### src/rtl/trig_mon_pkg.sv
// Shared types and constants for the trigger interval monitor.
package trig_mon_pkg;

    localparam int unsigned DEF_INT_BITS = 36;
    localparam int unsigned DEF_FIFO_AW  = 4;

    // Wide all-ones; users slice it down to their counter width (INT_BITS <= 64).
    localparam logic [63:0] INT_MAX = '1;

    typedef enum logic [1:0] {
        ST_IDLE,
        ST_ARMED,
        ST_RUN
    } state_e;

endpackage

### src/rtl/trig_mon_fifo.sv
// First-word-fall-through FIFO; head is presented combinationally and reads as 0 when empty.
module trig_mon_fifo #(
    parameter int unsigned INT_BITS = 36,
    parameter int unsigned FIFO_AW  = 4
) (
    input  logic                clk,
    input  logic                rst,
    input  logic                wr,
    input  logic [INT_BITS-1:0] din,
    input  logic                rd,
    input  logic                clr,
    output logic [INT_BITS-1:0] dout,
    output logic                empty,
    output logic                full
);

    localparam int unsigned Depth = 1 << FIFO_AW;

    logic [INT_BITS-1:0] mem_q [Depth];
    logic [FIFO_AW-1:0]  wptr_q, rptr_q;
    logic [FIFO_AW:0]    cnt_q;
    logic                do_wr, do_rd;

    assign empty = (cnt_q == '0);
    assign full  = cnt_q[FIFO_AW];
    // A pop in the same cycle frees the slot, so a write into a full FIFO is still accepted.
    assign do_rd = rd & ~empty;
    assign do_wr = wr & (~full | do_rd);
    assign dout  = empty ? '0 : mem_q[rptr_q];

    always_ff @(posedge clk or posedge rst) begin
        if (rst) begin
            wptr_q <= '0;
            rptr_q <= '0;
            cnt_q  <= '0;
        end else if (clr) begin
            wptr_q <= '0;
            rptr_q <= '0;
            cnt_q  <= '0;
        end else begin
            if (do_wr) wptr_q <= wptr_q + FIFO_AW'(1);
            if (do_rd) rptr_q <= rptr_q + FIFO_AW'(1);
            unique case ({do_wr, do_rd})
                2'b10:   cnt_q <= cnt_q + (FIFO_AW + 1)'(1);
                2'b01:   cnt_q <= cnt_q - (FIFO_AW + 1)'(1);
                default: cnt_q <= cnt_q;
            endcase
        end
    end

    always_ff @(posedge clk) begin
        if (do_wr && !clr) mem_q[wptr_q] <= din;
    end

endmodule

### src/rtl/trig_interval_monitor.sv
// Measures CLK-cycle intervals between rising TRIG edges and queues them for readout.
// Define TRIG_MON_MINMAX_EN to add MIN_INTERVAL / MAX_INTERVAL tracking.
module trig_interval_monitor
    import trig_mon_pkg::*;
#(
    parameter int unsigned INT_BITS = DEF_INT_BITS,
    parameter int unsigned FIFO_AW  = DEF_FIFO_AW
) (
    input  logic                CLK,
    input  logic                RESET,
    input  logic                ENABLE,
    input  logic                CLR,
    input  logic                TRIG,
    input  logic                RD,
    output logic [INT_BITS-1:0] INTERVAL,
    output logic                VALID,
    output logic [31:0]         TRIG_COUNT,
    output logic                OVERFLOW
`ifdef TRIG_MON_MINMAX_EN
    ,
    output logic [INT_BITS-1:0] MIN_INTERVAL,
    output logic [INT_BITS-1:0] MAX_INTERVAL
`endif
);

    localparam logic [INT_BITS-1:0] CntMax = INT_MAX[INT_BITS-1:0];

    state_e              state_q;
    logic [INT_BITS-1:0] cnt_q;
    logic [31:0]         tc_q;
    logic                ovf_q;
    logic                trig_q;
    logic                trig_edge;
    logic                run_edge;
    logic                fifo_empty, fifo_full;
    logic                drop;

    assign trig_edge = TRIG & ~trig_q;
    assign run_edge  = (state_q == ST_RUN) & ENABLE & trig_edge & ~CLR;
    // Full is only relieved by a same-cycle pop; full implies non-empty, so RD alone decides.
    assign drop      = run_edge & fifo_full & ~RD;

    trig_mon_fifo #(
        .INT_BITS(INT_BITS),
        .FIFO_AW (FIFO_AW)
    ) u_fifo (
        .clk  (CLK),
        .rst  (RESET),
        .wr   (run_edge),
        .din  (cnt_q),
        .rd   (RD),
        .clr  (CLR),
        .dout (INTERVAL),
        .empty(fifo_empty),
        .full (fifo_full)
    );

    assign VALID      = ~fifo_empty;
    assign TRIG_COUNT = tc_q;
    assign OVERFLOW   = ovf_q;

    always_ff @(posedge CLK or posedge RESET) begin
        if (RESET) begin
            state_q <= ST_IDLE;
            cnt_q   <= '0;
            tc_q    <= '0;
            ovf_q   <= 1'b0;
            trig_q  <= 1'b0;
        end else begin
            trig_q <= TRIG;
            if (CLR) begin
                state_q <= ENABLE ? ST_ARMED : ST_IDLE;
                cnt_q   <= '0;
                tc_q    <= '0;
                ovf_q   <= 1'b0;
            end else if (!ENABLE) begin
                state_q <= ST_IDLE;
                cnt_q   <= '0;
            end else begin
                unique case (state_q)
                    ST_IDLE: begin
                        state_q <= ST_ARMED;
                        cnt_q   <= '0;
                    end
                    ST_ARMED: begin
                        if (trig_edge) begin
                            state_q <= ST_RUN;
                            cnt_q   <= INT_BITS'(1);
                            tc_q    <= tc_q + 32'd1;
                        end
                    end
                    ST_RUN: begin
                        if (trig_edge) begin
                            cnt_q <= INT_BITS'(1);
                            tc_q  <= tc_q + 32'd1;
                            if (drop) ovf_q <= 1'b1;
                        end else if (cnt_q != CntMax) begin
                            cnt_q <= cnt_q + INT_BITS'(1);
                        end
                    end
                    default: state_q <= ST_IDLE;
                endcase
            end
        end
    end

`ifdef TRIG_MON_MINMAX_EN
    logic [INT_BITS-1:0] min_q, max_q;

    // Tracks every RUN-state interval, including ones dropped by a full FIFO.
    always_ff @(posedge CLK or posedge RESET) begin
        if (RESET) begin
            min_q <= CntMax;
            max_q <= '0;
        end else if (CLR) begin
            min_q <= CntMax;
            max_q <= '0;
        end else if (run_edge) begin
            if (cnt_q < min_q) min_q <= cnt_q;
            if (cnt_q > max_q) max_q <= cnt_q;
        end
    end

    assign MIN_INTERVAL = min_q;
    assign MAX_INTERVAL = max_q;
`endif

endmodule

### config.mk
export PLATFORM = sky130hd
export DESIGN_NAME = trig_interval_monitor
export DESIGN_NICKNAME = d
export VERILOG_FILES = /design/src/rtl/trig_mon_pkg.sv /design/src/rtl/trig_mon_fifo.sv /design/src/rtl/trig_interval_monitor.sv
export SDC_FILE = /design/constraint.sdc
export NUM_CORES = 1
export LEC_CHECK = 0
export ABC_AREA = 1
export CAP_MARGIN = 20
export CORE_ASPECT_RATIO = 0.6
export CORE_MARGIN = 5
export CORE_UTILIZATION = 37
export CTS_CLUSTER_SIZE = 8
export DETAILED_ROUTE_END_ITERATION = 12
export SLEW_MARGIN = 10
export SYNTH_ARGS = -nofsm -noshare
export SYNTH_HDL_FRONTEND = slang
export SYNTH_SLANG_ARGS = --single-unit
### constraint.sdc
create_clock -name CLK -period 3.75 [get_ports CLK]
set_input_delay 0.375 -clock CLK [delete_from_list [all_inputs] [get_ports CLK]]
set_output_delay 0.375 -clock CLK [all_outputs]
set_load 0.01 [all_outputs]
Yosys cells after proc, flatten, opt, wreduce, memory -nomap -nowiden
Memory sizes are Yosys's and may differ from the RTL's.
Index checks and enable logic that the tools add are counted.
{"block": "totals", "memories": 1, "in_bits": 6, "output_inout_bits": 70, "ram_bits": 576, "register_bits": 85, "word_cells": 84}
{"block": "classes", "bitwise_logic": 14, "add_sub_neg": 6, "n_mux": 29, "n_eq_ne": 9, "reduce_logical": 17}
{"name": "u_fifo.mem_q", "words": 16, "width": 36, "rd": 1, "rd_clocked_by_memory_dff": 0, "wr": 1, "line": "trig_mon_fifo.sv:19", "rtl": "logic [INT_BITS-1:0] mem_q [Depth];"}
{"cell": "2-to-1 mux 36 bit", "count": 6}
{"cell": "2-to-1 mux 32 bit", "count": 4}
{"cell": "case mux 36 bit (3 select lines)", "count": 1}
{"cell": "adder 36 x 1 -> 36 bit (second input constant)", "count": 1}
{"cell": "!= test 36 bit (second input constant)", "count": 1}
{"cell": "adder 32 x 1 -> 32 bit (second input constant)", "count": 1}
{"cell": "2-to-1 mux 4 bit", "count": 4}
{"cell": "nonzero test 2 bit", "count": 7}
{"cell": "case mux 5 bit (2 select lines)", "count": 1}
{"cell": "adder 4 x 1 -> 4 bit (second input constant)", "count": 2}
{"cell": "AND 1 bit", "count": 8}
{"cell": "2-to-1 mux 1 bit", "count": 8}
{"cell": "2-to-1 mux 2 bit", "count": 3}
{"cell": "case mux 2 bit (3 select lines)", "count": 1}
{"cell": "AND reduction 3 bit", "count": 2}
{"cell": "adder 5 x 1 -> 5 bit (second input constant)", "count": 1}
{"cell": "zero test 5 bit", "count": 1}
{"cell": "2-to-1 mux 5 bit", "count": 1}
{"cell": "!= test 5 x 2 -> 1 bit (second input constant)", "count": 1}
{"cell": "!= test 5 x 4 -> 1 bit (second input constant)", "count": 1}
{"cell": "inverter 1 bit", "count": 5}
{"cell": "subtractor 5 x 1 -> 5 bit (second input constant)", "count": 1}
{"cell": "== test 2 x 1 -> 1 bit (second input constant)", "count": 2}
{"cell": "== test 2 bit (second input constant)", "count": 2}
{"cell": "10 further kinds", "count": 10}

Depth between registers and ports, before layout
{"block": "depth", "depth_word": 11, "ltp_mapped": 18}

Cells and area by module
From an unflattened synthesis, not the netlist that was laid out.
{"block": "unflattened", "hier_cells": 2421, "area_unflattened_um2": 28030.6}
{"mod": "trig_mon_fifo", "seq_area_each_um2": 17621.9, "instances": 1, "cells_each": 1713, "area_per_inst_um2": 23256.1}
{"mod": "trig_interval_monitor", "seq_area_each_um2": 1801.7, "instances": 1, "cells_each": 708, "area_per_inst_um2": 4774.6}

Worst setup path after synthesis
OpenSTA, ideal clock, no wires.
{"block": "synth_timing", "path_type": "reg-to-reg", "start": "register state_q[0]", "end": "memory u_fifo.mem_q[11][0] (enable)", "stages_incl_launch_ff": 11, "synth_period_minus_slack_ps": 3254, "setup_slack_ps": 496, "arrival_time_ps": 2825, "cell_sequence": "dfrtp_1 inv_1 ha_1 nand2_1 nor2_1 nand2_1 inv_1 nand2_1 inv_2 nand2_1 nor2_1"}
{"block": "synth_between", "elab_chain_cells": 8}
{"item": "start, declared", "line": "trig_interval_monitor.sv:28", "rtl": "state_e state_q;"}
{"item": "start signal, assigned", "line": "trig_interval_monitor.sv:72", "rtl": "state_q <= ENABLE ? ST_ARMED : ST_IDLE;"}
{"item": "== test 2 bit", "line": "trig_interval_monitor.sv:39", "rtl": "assign run_edge = (state_q == ST_RUN) & ENABLE & trig_edge & ~CLR;"}
{"item": "AND 1 bit (3 in a row)", "line": "trig_interval_monitor.sv:39"}
{"item": "AND 1 bit", "line": "trig_mon_fifo.sv:28", "rtl": "assign do_wr = wr & (~full | do_rd);"}
{"item": "logical AND 1 bit", "line": "trig_mon_fifo.sv:52", "rtl": "if (do_wr && !clr) mem_q[wptr_q] <= din;"}
{"item": "2-to-1 mux 1 bit", "line": "trig_mon_fifo.sv:52"}
{"item": "2-to-1 mux 1 bit (not written as such)", "line": "trig_mon_fifo.sv:52"}
{"item": "end, declared", "line": "trig_mon_fifo.sv:19"}
Every way passes these cells.

Worst setup path after layout
{"block": "layout_timing", "start": "register u_fifo.rptr_q[1]", "end": "output INTERVAL[0]"}
{"block": "layout_between", "elab_chain_cells": 2}
{"item": "start, declared", "line": "trig_mon_fifo.sv:20", "rtl": "logic [FIFO_AW-1:0] wptr_q, rptr_q;"}
{"item": "start signal, assigned", "line": "trig_mon_fifo.sv:42", "rtl": "if (do_rd) rptr_q <= rptr_q + FIFO_AW'(1);"}
{"item": "memory (16 x 36 bit)"}
{"item": "2-to-1 mux 36 bit", "line": "trig_mon_fifo.sv:29", "rtl": "assign dout = empty ? '0 : mem_q[rptr_q];"}
{"item": "end, declared", "line": "trig_interval_monitor.sv:15", "rtl": "output logic [INT_BITS-1:0] INTERVAL,"}
Every way passes these cells.

==> results.py <==
metrics = {
    "status": {
        "status": "complete, no violations",
    },
    "power_and_ir_drop": {
        "p_per_area_nw_per_um2": 589,
        "p_int_w": 0.0139,
        "combinationalPowerShare": 0.192,
        "p_clk_frac": 0.393,
        "switchingPower_w": 0.00546,
        "leakage_nw": 11.5,
        "swShare": 0.282,
        "pwr-share-seq": 0.415,
        "ir_worst_vdd_v": 0.000349,
    },
    "synth": {
        "syn_inst": 2365,
        "netlist_area_um2": 27800,
        "ys_ff_latch": 661,
        "synth_cell_types": 44,
        "synth-edff-count": 576,
        "synthFlopType": "edfxtp_1",
        "syn_area_per_cell_um2": 11.7,
        "ys_seq_area_frac": 0.699,
        "ys_warn_count": 0,
        "async_flop_share": 0.129,
        "syn_nets": 2384,
    },
    "floorplan": {
        "initial_core_util": 0.375,
        "io_pins": 76,
        "design.core.area_um2": 74000,
        "row_count": 77,
        "dieHeight_um": 222,
        "die_area_um2": 80800,
        "die_x_um": 364,
    },
    "clock_network": {
        "postCtsHoldBufs": 0,
        "cts_root_buffer": "clkbuf_16",
        "htree_num_levels": 3,
        "clock_latency_ns": 0.64,
        "cts_sinks": 661,
        "cts_tree": "yes",
        "clkTransAtPathRegs_ns": 0.06,
        "cts_buffer_depth": 3,
        "cts_buffers": 92,
    },
    "final_layout": {
        "layout_common_cells": "edfxtp_1, nor2_1, o21ai_0, nand2_1, nand3_1",
        "areaGrowthSynthToFinish_pct": 18.1,
        "final_layout_size_suffix_gt1_frac": 0.0963,
        "nNetsFinal": 2493,
        "layout_commonest_cell": "edfxtp_1",
        "diodes": 0,
        "instances_no_fill": 3520,
    },
    "placement": {
        "dp_cells": 3366,
        "gp_congestion": 0.908,
        "portBuffers": 75,
        "dpl.hpwl_um": 44100,
        "dpl_worst_slack_ns": 0.523,
    },
    "critical_path": {
        "reg2regPathDepth": 10,
        "startpoint": "u_fifo.rptr_q[1]",
        "crit_arrival_ns": 3.37,
        "end_kind": "output port",
        "path_class": "flop to output port",
        "start_kind": "flop",
        "r2r-start": "cnt_q[20]",
        "cp_data_required_time_ns": 3.38,
        "crit_fanout": 146,
    },
    "sta": {
        "final.setup.worst_slack_ns": 0.00200,
        "report.final.setup_viol": 0,
        "relSlewSlack": 0.355,
        "hold_violations": 0,
        "slew_viol_final": 0,
        "period_share": 0.999,
        "worst_pin_slew_ns": 0.967,
        "clock.fmax_ghz": 0.267,
        "fin_skew_ns": 0.0263,
        "fin_crit_ns": 3.75,
    },
    "min_path": {
        "hp-class": "primary input to async pin",
    },
    "route": {
        "first_iter_violations": 2347,
        "firstDrtPassIters": 5,
        "num_vias": 19700,
        "ant_nets": 0,
        "drc": 0,
        "wl_per_cell_um": 22.4,
        "totalWireLength_um": 78800,
        "via_per_inst": 5.59,
    },
    "grt": {
        "grt-ovfl-total": 0,
        "antenna_found_initial": 0,
        "grt_pass1_wl_um": 120000,
        "grt_max_degree": 147,
        "grt_pass1_vias": 19100,
        "grt_use_total": 0.193,
    },
    "run": {
        "drv_cap": 0,
    },
}
## logic make-up after synthesis
family	count (synthesis)	share of synthesized area
buffers and inverters	245	0.0364
AOI/OAI and AO/OA	560	0.120
xor gates and xnor gates	7	0.00221
DFF	661	0.699
and+or+nand+nor	879	0.136
adders and majority gates	13	0.00586
## final cells by class
cell class                      instances  area [um^2]
Sequential cell                       661        19400
Tap cell                              987         1230
Clock buffer                          148         2530
Clock inverter                          5         65.1
Multi-Input combinational cell       1459         7470
Inverter                              108          440
Fill cell                            6659        41200
Timing Repair Buffer                  152         1640
## critical path, cell delays in order (launching register included)
cell and delay [ns]:
dfrtp_4 0.44, buf_16 0.33, o21ai_0 0.21, o221ai_1 0.29, nand3_1 0.11, a21oi_1 0.36
clkdlybuf4s50_1 0.62
## final timing paths
kind	endpoint	slack, ns
min in group CLK	trig_q	0.23
max	INTERVAL[0]	0.002
min reg2reg	OVERFLOW	0.53
max reg2reg	cnt_q[14]	0.75
min	TRIG_COUNT[30]	0.16
max in group asynchronous	cnt_q[10]	2.79
## cell usage after synthesis, types with 27 or more instances
cell type	instances	area share
edfxtp_1	576	0.62
nor2_1	438	0.059
o21ai_0	335	0.060
nand2_1	208	0.028
nand3_1	135	0.024
o221ai_1	114	0.036
inv_1	100	0.014
clkbuf_1	97	0.013
dfrtp_1	85	0.077
a21oi_1	52	0.0094
o22ai_1	31	0.0070
nor3_1	27	0.0049
## stage by stage
stage	hold WS, ns	power (W)	TNS [ns]	utilization	cell area (um^2)
6_report	0.163	0.0193	0	0.443	32800
5_1_grt	0.210	0.0202	-0.00445	0.443	32800
4_1_cts	0.166	0.0195	0	0.443	32800
3_5_place_dp	0.519	0.0118	0	0.408	30200
3_3_place_gp	0.508	0.0118	0	0.408	30200
2_1_floorplan	0.406	0.0103	0	-	27800
## per-layer routing
| layer | share of wire | global-route usage | wire, um |
|---|---|---|---|
| met1 | 0.46 | 0.297 | 36600 |
| met2 | 0.43 | 0.281 | 33700 |
| met3 | 0.087 | 0.0375 | 6900 |
| met4 | 0.021 | 0.0492 | 1670 |
| met5 | 0 | 0 | 0 |
## registers in the layout (all words and copies together) (netlist names)
name	count
u_fifo.mem_q	576
cnt_q	36
TRIG_COUNT	32
u_fifo.cnt_q	5
u_fifo.rptr_q	4
u_fifo.wptr_q	4
state_q	2
OVERFLOW	1
trig_q	1
## what timing repair did
action / 4_1_cts / 5_1_grt
gates cloned: 0 / 0
setup endpoints to repair: 15 / 12
setup buffers: 1 / 0
gates resized for setup: 2 / 6
## power by group through the flow
stage / clock [W] / combinational (W) / sequential (W)
floorplan: 0 / 0.00224 / 0.00811
global placement: 0 / 0.00361 / 0.00816
detailed placement: 0 / 0.00368 / 0.00816
CTS: 0.00773 / 0.00373 / 0.00801
global route: 0.00811 / 0.00410 / 0.00801
finish: 0.00760 / 0.00372 / 0.00802
Note: power is estimated with default switching activity, not from simulation.
